`src/rtl/knn_stream_sorter.sv`:
```
// Insertion-sorting collector for the recomputed-KNN stream: keeps K entries ordered
// by distance (invalid entries sort as maximum) and pulses done when K have arrived.
package knn_pkg;
    localparam int BIT_WIDTH  = 8;
    localparam int ADDR_WIDTH = 10;

    typedef struct packed {
        logic [BIT_WIDTH-1:0]   x;
        logic [BIT_WIDTH-1:0]   y;
        logic [BIT_WIDTH-1:0]   z;
        logic [ADDR_WIDTH-1:0]  addr;
        logic [2*BIT_WIDTH-1:0] distance;
        logic                   valid;
    } knn_entry_t;

    localparam knn_entry_t EMPTY_ENTRY = '{
        x: '0, y: '0, z: '0, addr: '0, distance: '1, valid: 1'b0
    };
endpackage

module knn_stream_sorter
    import knn_pkg::*;
#(
    parameter int K = 4,
    localparam int CW = $clog2(K + 1)
) (
    input  logic             clk,
    input  logic             reset,
    input  logic             start,
    input  logic             valid_in,
    input  knn_entry_t       entry_in,
    output knn_entry_t       sorted_out [0:K-1],
    output logic [CW-1:0]    count_out,
    output logic             busy,
    output logic             done,
    output logic             overflow
);
    typedef enum logic [1:0] {
        ST_IDLE,
        ST_COLLECT,
        ST_DONE
    } state_t;

    state_t                 state_reg, state_next;
    knn_entry_t             slot_reg  [0:K-1];
    knn_entry_t             slot_next [0:K-1];
    knn_entry_t             ins_slot  [0:K-1];
    logic [CW-1:0]          count_reg, count_next;
    logic                   overflow_reg, overflow_next;
    logic                   done_reg, done_next;
    logic                   busy_reg;
    logic [K-1:0]           gt;
    logic [2*BIT_WIDTH-1:0] new_key;

    assign new_key = entry_in.valid ? entry_in.distance : '1;

    // Slots at or beyond count are empty and outrank any key, so an invalid entry
    // (key all-ones) still lands after the occupied slots. gt is monotonic across slots.
    genvar gi;
    generate
        for (gi = 0; gi < K; gi++) begin : g_slot
            logic [2*BIT_WIDTH-1:0] slot_key;
            assign slot_key = slot_reg[gi].valid ? slot_reg[gi].distance : '1;
            assign gt[gi]   = (CW'(gi) >= count_reg) || (slot_key > new_key);

            if (gi == 0) begin : g_head
                assign ins_slot[gi] = gt[gi] ? entry_in : slot_reg[gi];
            end else begin : g_tail
                assign ins_slot[gi] = !gt[gi]     ? slot_reg[gi]   :
                                      !gt[gi - 1] ? entry_in       :
                                                    slot_reg[gi - 1];
            end
        end
    endgenerate

    always_comb begin
        state_next    = state_reg;
        count_next    = count_reg;
        overflow_next = overflow_reg;
        done_next     = 1'b0;
        slot_next     = slot_reg;

        if (start) begin
            state_next    = ST_COLLECT;
            count_next    = '0;
            overflow_next = 1'b0;
            for (int i = 0; i < K; i++) begin
                slot_next[i] = EMPTY_ENTRY;
            end
        end else if (valid_in) begin
            if (state_reg == ST_COLLECT) begin
                slot_next  = ins_slot;
                count_next = count_reg + 1'b1;
                if (count_reg == CW'(K - 1)) begin
                    state_next = ST_DONE;
                    done_next  = 1'b1;
                end
            end else begin
                overflow_next = 1'b1;
            end
        end
    end

    always_ff @(posedge clk or negedge reset) begin
        if (!reset) begin
            state_reg    <= ST_IDLE;
            count_reg    <= '0;
            overflow_reg <= 1'b0;
            done_reg     <= 1'b0;
            busy_reg     <= 1'b0;
            for (int i = 0; i < K; i++) begin
                slot_reg[i] <= EMPTY_ENTRY;
            end
        end else begin
            state_reg    <= state_next;
            count_reg    <= count_next;
            overflow_reg <= overflow_next;
            done_reg     <= done_next;
            busy_reg     <= (state_next == ST_COLLECT);
            slot_reg     <= slot_next;
        end
    end

    assign sorted_out = slot_reg;
    assign count_out  = count_reg;
    assign busy       = busy_reg;
    assign done       = done_reg;
    assign overflow   = overflow_reg;
endmodule

```
`config.mk`:
```
export PLATFORM = sky130hd
export DESIGN_NAME = knn_stream_sorter
export DESIGN_NICKNAME = d
export VERILOG_FILES = /design/src/rtl/knn_stream_sorter.sv
export SDC_FILE = /design/constraint.sdc
export NUM_CORES = 1
export LEC_CHECK = 0
export ABC_AREA = 1
export CORE_MARGIN = 2
export CORE_UTILIZATION = 54
export CTS_BUF_LIST = sky130_fd_sc_hd__clkbuf_8
export DETAILED_ROUTE_END_ITERATION = 8
export PLACE_DENSITY_LB_ADDON = 0.12
export SLEW_MARGIN = 20
export SYNTH_ARGS = -nofsm -noshare
export SYNTH_HDL_FRONTEND = slang
export SYNTH_SLANG_ARGS = --single-unit
```
`constraint.sdc`:
```
create_clock -name clk -period 3.3 [get_ports clk]
set_input_delay 0.66 -clock clk [delete_from_list [all_inputs] [get_ports clk]]
set_output_delay 0.66 -clock clk [all_outputs]
set_load 0.01 [all_outputs]
```
# --- Word-level counts from Yosys, hierarchy flattened ---
# Cells that the tools add are included.
# Widths: inputs -> output; s select.
totals:
  ff_bits: 212
  in_bits: 55
  out_inout_bits: 210
op_classes:
  add_sub_neg: 1
  order_cmp: 8
  n_eq_ne: 4
  muxes: 29
  n_reduce_logical: 16
op_table:
  columns: ["op", "count"]
  rows:
  - ["$mux 204", 3]
  - ["$mux 51", 7]
  - ["$mux 16", 5]
  - ["$gt 16x16->1", 4]
  - ["$reduce_and 3->1", 4]
  - ["$reduce_bool 2->1", 6]
  - ["$mux 3", 3]
  - ["$mux 2", 4]
  - ["$mux 1", 7]
  - ["$ge 1x3->1 const A", 2]
  - ["$ge 2x3->1 const A", 2]
  - ["$eq 2x1->1 const B", 2]
  - ["$logic_or 1x1->1", 4]
  - ["$reduce_and 2->1", 2]
  - ["$add 3x1->3 const B", 1]
  - ["$eq 3x2->1 const B", 1]
  - ["$ne 2x2->1 const B", 1]

# --- Longest topological paths before layout ---
# Gate-level depths: netlist (run 1).
depth:
  word_depth: 8
  mapped_depth: 21
  mapped_depth_nobuf: 17

# --- Least setup slack after synthesis (run 1) ---
# Ideal clock, no wire load.
synth_path:
  path_type: "input port to flip-flop"
  start: "in entry_in[0] (netlist bit)"
  end: "reg slot_reg (netlist bit sorted_out[119])"
  setup_ns: 0.117
  arrival_ns: 2.673
  setup_slack_ns: 0.510
  stages: 16
  path_cell_list: "inv_2 buf_6 clkbuf_1 nor2_1 ha_1 nand2_1 inv_1 nand3_1 nor3_1 o2111ai_1 nand2_1 buf_2 buf_2 nand3_1 nand3_1 nand2_1"
synth_between:
  elab_chain_len: 8
  elab_cells_between_ends: 12
  cone_classes: "2 x order compare; 6 x mux; 4 x reduce/logical"
synth_lines:
  columns: ["element", "line_no", "text"]
  rows:
  - ["start: declaration", "31", "input knn_entry_t entry_in,"]
  - ["$mux 16 (*)", "55", "assign new_key = entry_in.valid ? entry_in.distance : '1;"]
  - ["$gt 16x16->1", "64", "assign gt[gi] = (CW'(gi) >= count_reg) || (slot_key > new_key);"]
  - ["$logic_or 1x1->1", "64", null]
  - ["$mux 51", "70", "!gt[gi - 1] ? entry_in :"]
  - ["$mux 51", "69", "assign ins_slot[gi] = !gt[gi] ? slot_reg[gi] :"]
  - ["$mux 204", "91", "if (state_reg == ST_COLLECT) begin"]
  - ["$mux 204", "90", "end else if (valid_in) begin"]
  - ["$mux 204", "83", "if (start) begin"]
  - ["end signal: assignment", "120", "slot_reg <= slot_next;"]
  - ["end: declaration", "45", "knn_entry_t slot_reg [0:K-1];"]
# Every way passes the cells marked *; elsewhere a longest branch is shown, timed or not. The select of a mux whose other input is x is not followed.
# A chain may end at the register's enable or synchronous reset.

# --- Final worst setup path (run 1) ---
layout_path:
  start: "in entry_in[0] (netlist bit)"
  end: "reg slot_reg (netlist bit sorted_out[73])"
# The elaborated chain is that of the path after synthesis.

==> flow_summary.json, run 1 <==
{
  "status": "complete, no violations",
  "clk_latency_ns": 0.54,
  "combPwrFrac": 0.234,
  "via_per_inst": 5.574,
  "cts_sinks": 212,
  "power_switching_mw": 2.274,
  "slew_viol_final": 0,
  "antenna_cells": 0,
  "io_pins": 265,
  "yosys.area.top_type_share": 0.2909,
  "p_int_mw": 4.759,
  "drtIter0Drc": 1086,
  "netlist_area_sq_um": 12730,
  "yosys-top-cells-area": "dfrtp_1 29%, nand3_1 16%, nand2_1 15%",
  "synthesis.nets": 1864,
  "vias": 13317,
  "die-width_um": 157.5,
  "grt_pass1_wl_um": 66590,
  "wire_per_inst_um": 17.65,
  "pwr-share-clk": 0.341,
  "area_growth_pct": 32.90,
  "route.detailed.drc": 0,
  "post-route-util": 0.7252,
  "first_global_vias": 12615,
  "hold_violations": 0,
  "grt_max_degree": 68,
  "instances_no_fill": 2389,
  "placeableCoreArea_sq_um": 23330,
  "period_needed_ns": 3.043,
  "totalPowerFinal_mw": 7.033,
  "netlist_instances": 1754,
  "relSlewSlack": 0.4809,
  "grtUsageTotal": 0.3408,
  "drive_gt1_frac": 0.1391,
  "final_area_sq_um": 16920,
  "rsz0062_at_grt": "false",
  "die_h_um": 157.5,
  "crit_fanout": 14,
  "crit_type": "in -> reg",
  "ctsHoldBuffers": 0,
  "wl_um": 42170,
  "crit_path_start_kind": "primary input",
  "antenna_found_initial": 0,
  "rows": 56,
  "cts_max_path_buffers": 3,
  "numPortBuffers": 264,
  "placed_cell_area_sq_um": 16150,
  "cp.required_ns": 3.76,
  "synth.distinct_cells": 30,
  "worst_setup_path_end_kind": "register",
  "cts.clk_slew.worst_paths_ns": 0.06,
  "root_buffer": "clkbuf_8",
  "yosysWarnings": 0,
  "cap_viol_max_count": 0,
  "power.share.sequential": 0.426,
  "fin_crit_sh": 0.9222,
  "largest_register_ffs": 204,
  "ant_nets": 0,
  "ys_seq_area_frac": 0.4230,
  "start_util": 0.5456,
  "syn_avg_cell_area_sq_um": 7.258,
  "htreeDepth": 2,
  "timing.final.ws_setup_ns": 0.2566,
  "hp-class": "in -> async",
  "tightest_slew_ns": 0.7757,
  "clock-skew-final_ns": 0.02658,
  "powerDensity_nw_per_um2": 415.7,
  "hpwl_um": 30130,
  "fmax_mhz": 328.6,
  "place.gp.congestion": 0.9775,
  "netSwitchingFraction": 0.3233,
  "timing.hold.ws_ns": 0.1308,
  "nNetsFinal": 2151,
  "leakage_nw": 8.545,
  "dpl.cell_count": 2314,
  "yosysTopAreaCell": "dfrtp_1",
  "cp.arrival_ns": 3.51,
  "place_ws_ns": -0.2501,
  "cts_tree": "built",
  "setup_viol": 0,
  "die_area_sq_um": 24820,
  "finalSetupTns_ns": 0,
  "firstDrtPassIters": 6,
  "irDropWorstVdd_uv": 274.0,
  "synth_seq_cells": 212,
  "cts_buffers": 39,
  "overflow": 0
}
Yosys cell counts, drive strengths merged:
library cell	number
nand2	509
nand3	401
inv	183
dfrtp	148
o21ai	87
nor2	80
buf	64
dfstp	64
ha	55
or2	52
a21oi	44
clkbuf	44
nor3	6
nand4	5
a211oi	4
o2111ai	3
o21bai	3
o22ai	1
xor2	1
layout make-up:
type / count / area, sq um
Inverter: 183 / 695.7
Tap cell: 319 / 399.1
Multi-Input combinational cell: 1251 / 6135
Clock inverter: 24 / 101.3
Clock buffer: 46 / 633.1
Timing Repair Buffer: 354 / 3570
Sequential cell: 212 / 5386
Fill cell: 1953 / 6412
power by group through the flow:
stage | logic, mW | registers, mW | clock network, mW
after floorplan | 0.751 | 3.04 | 0
after global placement | 1.58 | 3.03 | 0
after detailed placement | 1.61 | 3.03 | 0
after CTS | 1.62 | 2.99 | 2.42
after global routing | 1.79 | 3.01 | 2.56
final | 1.64 | 2.99 | 2.40
worst paths after layout:
check                                        to  cells after the start  slack (ns)             from
min in group clk                 sorted_out[46]                      2        0.48   sorted_out[46]
max in group asynchronous       sorted_out[105]                      2        2.30            reset
worst min register to register   sorted_out[46]                      2        0.48   sorted_out[46]
worst min-delay path             sorted_out[19]                      1        0.13            reset
worst max-delay path             sorted_out[73]                     14        0.26      entry_in[0]
worst max register to register  sorted_out[169]                     14        0.28  sorted_out[153]
cells by family after synthesis:
group	count (synthesis)	synth area share
XOR/XNOR	1	0.0006881
flip-flops	212	0.4230
buffers and inverters	291	0.09789
adder cells (fa/ha/maj)	55	0.05405
AND/OR/NAND/NOR	1053	0.3662
AO/OA/AOI/OAI	142	0.05818
placed cells by master (no fill, tap or decap), types with 4 or more instances in the layout:
cell type	count
inv_2	6
ha_1	55
o21ai_1	10
clkdlybuf4s50_1	263
buf_4	69
o21ai_0	75
inv_1	193
nor3_1	6
nor2_1	78
a21oi_1	44
clkbuf_8	47
buf_12	20
nand2_4	4
nand2_1	493
nand2_2	12
dfrtp_1	147
nand3_1	401
dfstp_2	64
nand4_1	5
or2_2	52
a211oi_1	4
critical path, stage by stage:
cell             delay (ns)
clkdlybuf4s50_1        0.46
inv_2                  0.26
nor2_1                 0.12
buf_4                  0.17
ha_1                   0.31
nand4_1                0.14
nor3_1                 0.32
o2111ai_1              0.20
nand2_2                0.16
nand2_4                0.12
nand2_4                0.18
buf_4                  0.20
nand3_1                0.09
nand2_1                0.09
repair_timing:
item | 4_1_cts | 5_1_grt
gates resized for setup | 0 | 2
setup endpoints to repair | 0 | 7
setup buffers | 0 | 5
routing by layer:
metal,routed length [um],vias to the layer above,global-route usage
met4,1591,0,0.1455
met3,4226,120,0.07159
met2,19120,715,0.5269
li1,-,6249,-
met5,0,-,0
met1,17240,6233,0.4657
Power figures use the tool's default switching activity.
==> inputs of run 2 (changes only) <==
Settings changed: CORE_ASPECT_RATIO set to 0.5, PLACE_DENSITY set to 0.87, PLACE_DENSITY_LB_ADDON 0.12 to not set.
==> flow_summary.json, run 2 (synthesis results as in run 1) <==
{
  "cts_resized": 0,
  "cts_max_path_buffers": 3,
  "first_global_vias": 13105,
  "cp.required_ns": 3.79,
  "p_int_mw": 4.672,
  "hp-class": "in -> async",
  "io_pins": 265,
  "cts_tree": "built",
  "via_per_inst": 5.756,
  "powerDensity_nw_per_um2": 410.2,
  "place.gp.congestion": 0.9631,
  "vias": 13624,
  "slew_viol_final": 0,
  "grt_pass1_wl_um": 70950,
  "power_switching_mw": 2.258,
  "netSwitchingFraction": 0.3259,
  "cts_buffers": 31,
  "start_util": 0.5539,
  "overflow": 0,
  "hpwl_um": 31120,
  "pwr-share-clk": 0.324,
  "timing.final.ws_setup_ns": 0.2869,
  "firstDrtPassIters": 6,
  "clock-skew-final_ns": 0.02528,
  "cap_viol_max_count": 0,
  "fillers": 1713,
  "crit_fanout": 51,
  "period_needed_ns": 3.013,
  "rsz0062_at_grt": "false",
  "crit_path_start_kind": "primary input",
  "hold_violations": 0,
  "largest_register_ffs": 204,
  "die_area_sq_um": 24890,
  "rows": 39,
  "area_growth_pct": 32.69,
  "die-width_um": 221.1,
  "cp.arrival_ns": 3.50,
  "leakage_nw": 8.521,
  "totalPowerFinal_mw": 6.930,
  "die_h_um": 112.6,
  "timing.hold.ws_ns": 0.08632,
  "fin_crit_sh": 0.9131,
  "ctsHoldBuffers": 0,
  "placeableCoreArea_sq_um": 22980,
  "power.share.sequential": 0.432,
  "drtIter0Drc": 1543,
  "final_area_sq_um": 16890,
  "status": "complete, no violations",
  "antenna_cells": 0,
  "worst_setup_path_end_kind": "register",
  "route.detailed.drc": 0,
  "fmax_mhz": 331.9,
  "postCtsSetupRepairBufs": 0,
  "numPortBuffers": 264,
  "placed_cell_area_sq_um": 16250,
  "root_buffer": "clkbuf_8",
  "finalSetupTns_ns": 0,
  "clk_latency_ns": 0.60,
  "final_cell_mix": "493 x nand2_1, 401 x nand3_1, 263 x clkdlybuf4s50_1, 186 x inv_1, 148 x dfrtp_1",
  "wire_per_inst_um": 18.79,
  "layout_commonest_cell": "nand2_1",
  "ant_nets": 0,
  "cts_sinks": 212,
  "setup_viol": 0,
  "grtUsageTotal": 0.3568,
  "place_ws_ns": -0.2425,
  "nNetsFinal": 2147,
  "wl_um": 44480,
  "tightest_slew_ns": 0.7465,
  "grt_max_degree": 85,
  "combPwrFrac": 0.244,
  "drive_gt1_frac": 0.1379,
  "crit_type": "in -> reg",
  "htreeDepth": 1,
  "cts.clk_slew.worst_paths_ns": 0.07,
  "relSlewSlack": 0.5024,
  "antenna_found_initial": 0,
  "irDropWorstVdd_uv": 280.5
}
## run 2: changes by cell type in the layout (fill, tap and decap cells not counted), sizes merged
cell      before  now
clkinvlp       3    1
buf           90   94
bufinv         0    1
clkbuf        47   41
inv          201  194
## run 2: layout make-up
type / instances / area, sq um / area share
Sequential cell: 212 / 5385 / 0.3188
Clock buffer: 40 / 550.5 / 0.03259
Inverter: 183 / 691.9 / 0.04096
Tap cell: 307 / 384.1 / 0.02274
Clock inverter: 16 / 93.84 / 0.005555
Timing Repair Buffer: 358 / 3652 / 0.2162
Multi-Input combinational cell: 1251 / 6135 / 0.3632
## run 2: layer usage
metal | part of all wire | wire, um | track usage | vias up
met2 | 0.46 | 20420 | 0.5698 | 868
met4 | 0.038 | 1677 | 0.1365 | 0
met5 | 0 | 0 | 0 | -
met1 | 0.39 | 17560 | 0.4666 | 6393
met3 | 0.11 | 4823 | 0.09791 | 141
li1 | - | - | - | 6222
## run 2: through the flow
stage          utilization  cells
2_1_floorplan            -   1754
3_3_place_gp        0.7070   2311
3_5_place_dp        0.7070   2311
4_1_cts             0.7350   2367
5_1_grt             0.7350   2367
6_report            0.7350   2367
## run 2: path summary, 6_finish.rpt
kind	from	to	slack (ns)	cells past startpoint
worst max-delay path	entry_in[0]	sorted_out[0]	0.29	13
worst min-delay path	reset	sorted_out[70]	0.09	1
worst max register to register	sorted_out[102]	sorted_out[131]	0.33	14
worst min register to register	sorted_out[44]	sorted_out[44]	0.49	2
max in group asynchronous	reset	sorted_out[4]	2.34	2
min in group clk	sorted_out[44]	sorted_out[44]	0.49	2
## run 2: worst max-delay path, stage by stage
cell	delay (ns)
clkdlybuf4s50_1	0.46
inv_2	0.24
nor2_1	0.14
buf_4	0.17
ha_1	0.31
nand4_1	0.13
nor3_1	0.30
o2111ai_1	0.19
nand2_2	0.15
buf_12	0.26
nand3_1	0.24
nand3_1	0.15
nand2_1	0.06
## run 2: power by group through the flow
stage          Sequential (mW)  Clock [mW]  Combinational [mW]
2_1_floorplan             3.04           0               0.751
6_report                  2.99        2.25                1.69
3_3_place_gp              3.03           0                1.62
5_1_grt                   3.01        2.38                1.83
4_1_cts                   2.99        2.26                1.66
3_5_place_dp              3.03           0                1.65
==> inputs of run 3 (changes only) <==
==> constraint.sdc (replaced) <==
create_clock -name clk -period 3.15 [get_ports clk]
set_input_delay 0.4725 -clock clk [delete_from_list [all_inputs] [get_ports clk]]
set_output_delay 0.4725 -clock clk [all_outputs]
set_load 0.01 [all_outputs]
==> flow_summary.json, run 3 (synthesis results as in run 1) <==
{
  "status": "complete, no violations",
  "root_buffer": "clkbuf_8",
  "p_int_mw": 4.809,
  "grt_max_degree": 80,
  "layout_commonest_cell": "nand2_1",
  "antenna_found_initial": 0,
  "drive_gt1_frac": 0.1370,
  "crit_fanout": 17,
  "clock-skew-final_ns": 0.01556,
  "drtIter0Drc": 1699,
  "netSwitchingFraction": 0.3297,
  "cp.required_ns": 3.70,
  "via_per_inst": 5.753,
  "ant_nets": 0,
  "firstDrtPassIters": 6,
  "cp_top_family": "simple AND/OR/NAND/NOR gates",
  "rows": 39,
  "slew_viol_final": 0,
  "place_ws_ns": -0.1831,
  "htreeDepth": 1,
  "cts_max_path_buffers": 3,
  "powerDensity_nw_per_um2": 426.5,
  "worstPathCellList": "inv_1 -> or2_2 -> ha_1 -> a21oi_1 -> nor2_1 -> a211oi_1 -> nand2_1 -> nand2_1 -> nand2_1 -> nand2_2 -> nand2_4 -> nand2_4 -> buf_4 -> nand3_1 -> nand2_1",
  "cts_tree": "built",
  "first_global_vias": 12812,
  "tightest_slew_ns": 0.6871,
  "rrSetupSlack_ns": 0.18,
  "path_buf_inv": 2,
  "place.gp.congestion": 0.9745,
  "numPortBuffers": 264,
  "clk_latency_ns": 0.61,
  "timing.final.ws_setup_ns": 0.1773,
  "wl_um": 44460,
  "totalPowerFinal_mw": 7.175,
  "irDropWorstVdd_uv": 299.5,
  "crit_type": "reg -> reg",
  "fin_crit_sh": 0.9437,
  "cap_viol_max_count": 0,
  "top_usage_layer": "met2",
  "hp-class": "in -> async",
  "power.share.sequential": 0.437,
  "cts.clk_slew.worst_paths_ns": 0.07,
  "finalSetupTns_ns": 0,
  "die_h_um": 112.6,
  "cp.arrival_ns": 3.52,
  "period_needed_ns": 2.973,
  "hold_violations": 0,
  "rsz0062_at_grt": "false",
  "route.detailed.drc": 0,
  "fmax_mhz": 336.4,
  "combPwrFrac": 0.244,
  "wire_per_inst_um": 18.79,
  "grt_util_met2": 0.5594,
  "antenna_cells": 0,
  "largest_register_ffs": 204,
  "die-width_um": 221.1,
  "overflow": 0,
  "critPathMostFrequentCell": "nand2_1",
  "max_stage_delay_ns": 0.43,
  "met1_usage": 0.4802,
  "power_switching_mw": 2.365,
  "relSlewSlack": 0.5420,
  "setup_viol": 0,
  "cts_sinks": 212,
  "crit_path_top_delay_cell": "dfrtp_1",
  "area_growth_pct": 32.15,
  "final_cell_mix": "493 x nand2_1, 401 x nand3_1, 263 x clkdlybuf4s50_1, 187 x inv_1, 148 x dfrtp_1",
  "leakage_nw": 8.498,
  "nNetsFinal": 2147,
  "crit_path_start_kind": "register",
  "pwr-share-clk": 0.319,
  "placeableCoreArea_sq_um": 22980,
  "worst_setup_path_end_kind": "register",
  "vias": 13612,
  "start_util": 0.5539,
  "io_pins": 265,
  "cts_buffers": 31,
  "met3_usage": 0.07251,
  "hpwl_um": 31000,
  "grt_pass1_wl_um": 70350,
  "grtUsageTotal": 0.3534,
  "die_area_sq_um": 24890
}
-- run 3: changes by cell type in the layout (fill, tap and decap cells not counted), sizes merged --
cell,change
clkbuf,-3
dlygate4sd3,+1
clkinvlp,-1
buf,-1
inv,+2
clkinv,+1
-- run 3: area by class of cell --
class	count	area [sq um]
sequential	212	5385
clock buffer	37	509.2
inverter	183	694.4
multi-input combinational	1251	6140
fill	1768	6160
tap	307	384.1
timing repair buffer	358	3605
clock inverter	18	106.4
-- run 3: repair_timing --
action / CTS / global route
buffers inserted: 0 / 0
gates resized for setup: 0 / 3
hold endpoints to repair: 61 / 0
setup endpoints to repair: 0 / 19
hold buffers: 1 / 0
-- run 3: through the flow --
step / hold WS (ns) / utilization / cells / cell area [sq um]
after floorplan: 0.1769 / - / 1754 / 12730
after global placement: 0.4653 / 0.7044 / 2310 / 16190
after detailed placement: 0.4646 / 0.7044 / 2310 / 16190
after CTS: 0.4677 / 0.7317 / 2366 / 16820
after global routing: 0.5004 / 0.7320 / 2366 / 16820
final: 0.4628 / 0.7320 / 2366 / 16820
-- run 3: per-layer routing --
metal,part of all wire,up-vias
met2,0.46,844
li1,-,6237
met3,0.10,138
met1,0.40,6393
met4,0.040,0
met5,0,-
-- run 3: power groups by stage --
stage                     logic (mW)  clock network (mW)  registers [mW]
after floorplan                0.787                   0            3.19
after global placement          1.68                   0            3.17
after detailed placement        1.71                   0            3.17
after CTS                       1.72                2.30            3.12
after global routing            1.90                2.44            3.15
final                           1.75                2.29            3.13
-- run 3: final timing paths --
kind	startpoint	cells past startpoint	end
min in group clk	sorted_out[39]	2	sorted_out[39]
max in group asynchronous	reset	3	sorted_out[3]
worst max register to register	sorted_out[51]	15	sorted_out[62]
worst max-delay path	sorted_out[51]	15	sorted_out[62]
worst min-delay path	reset	2	sorted_out[70]
worst min register to register	sorted_out[39]	2	sorted_out[39]
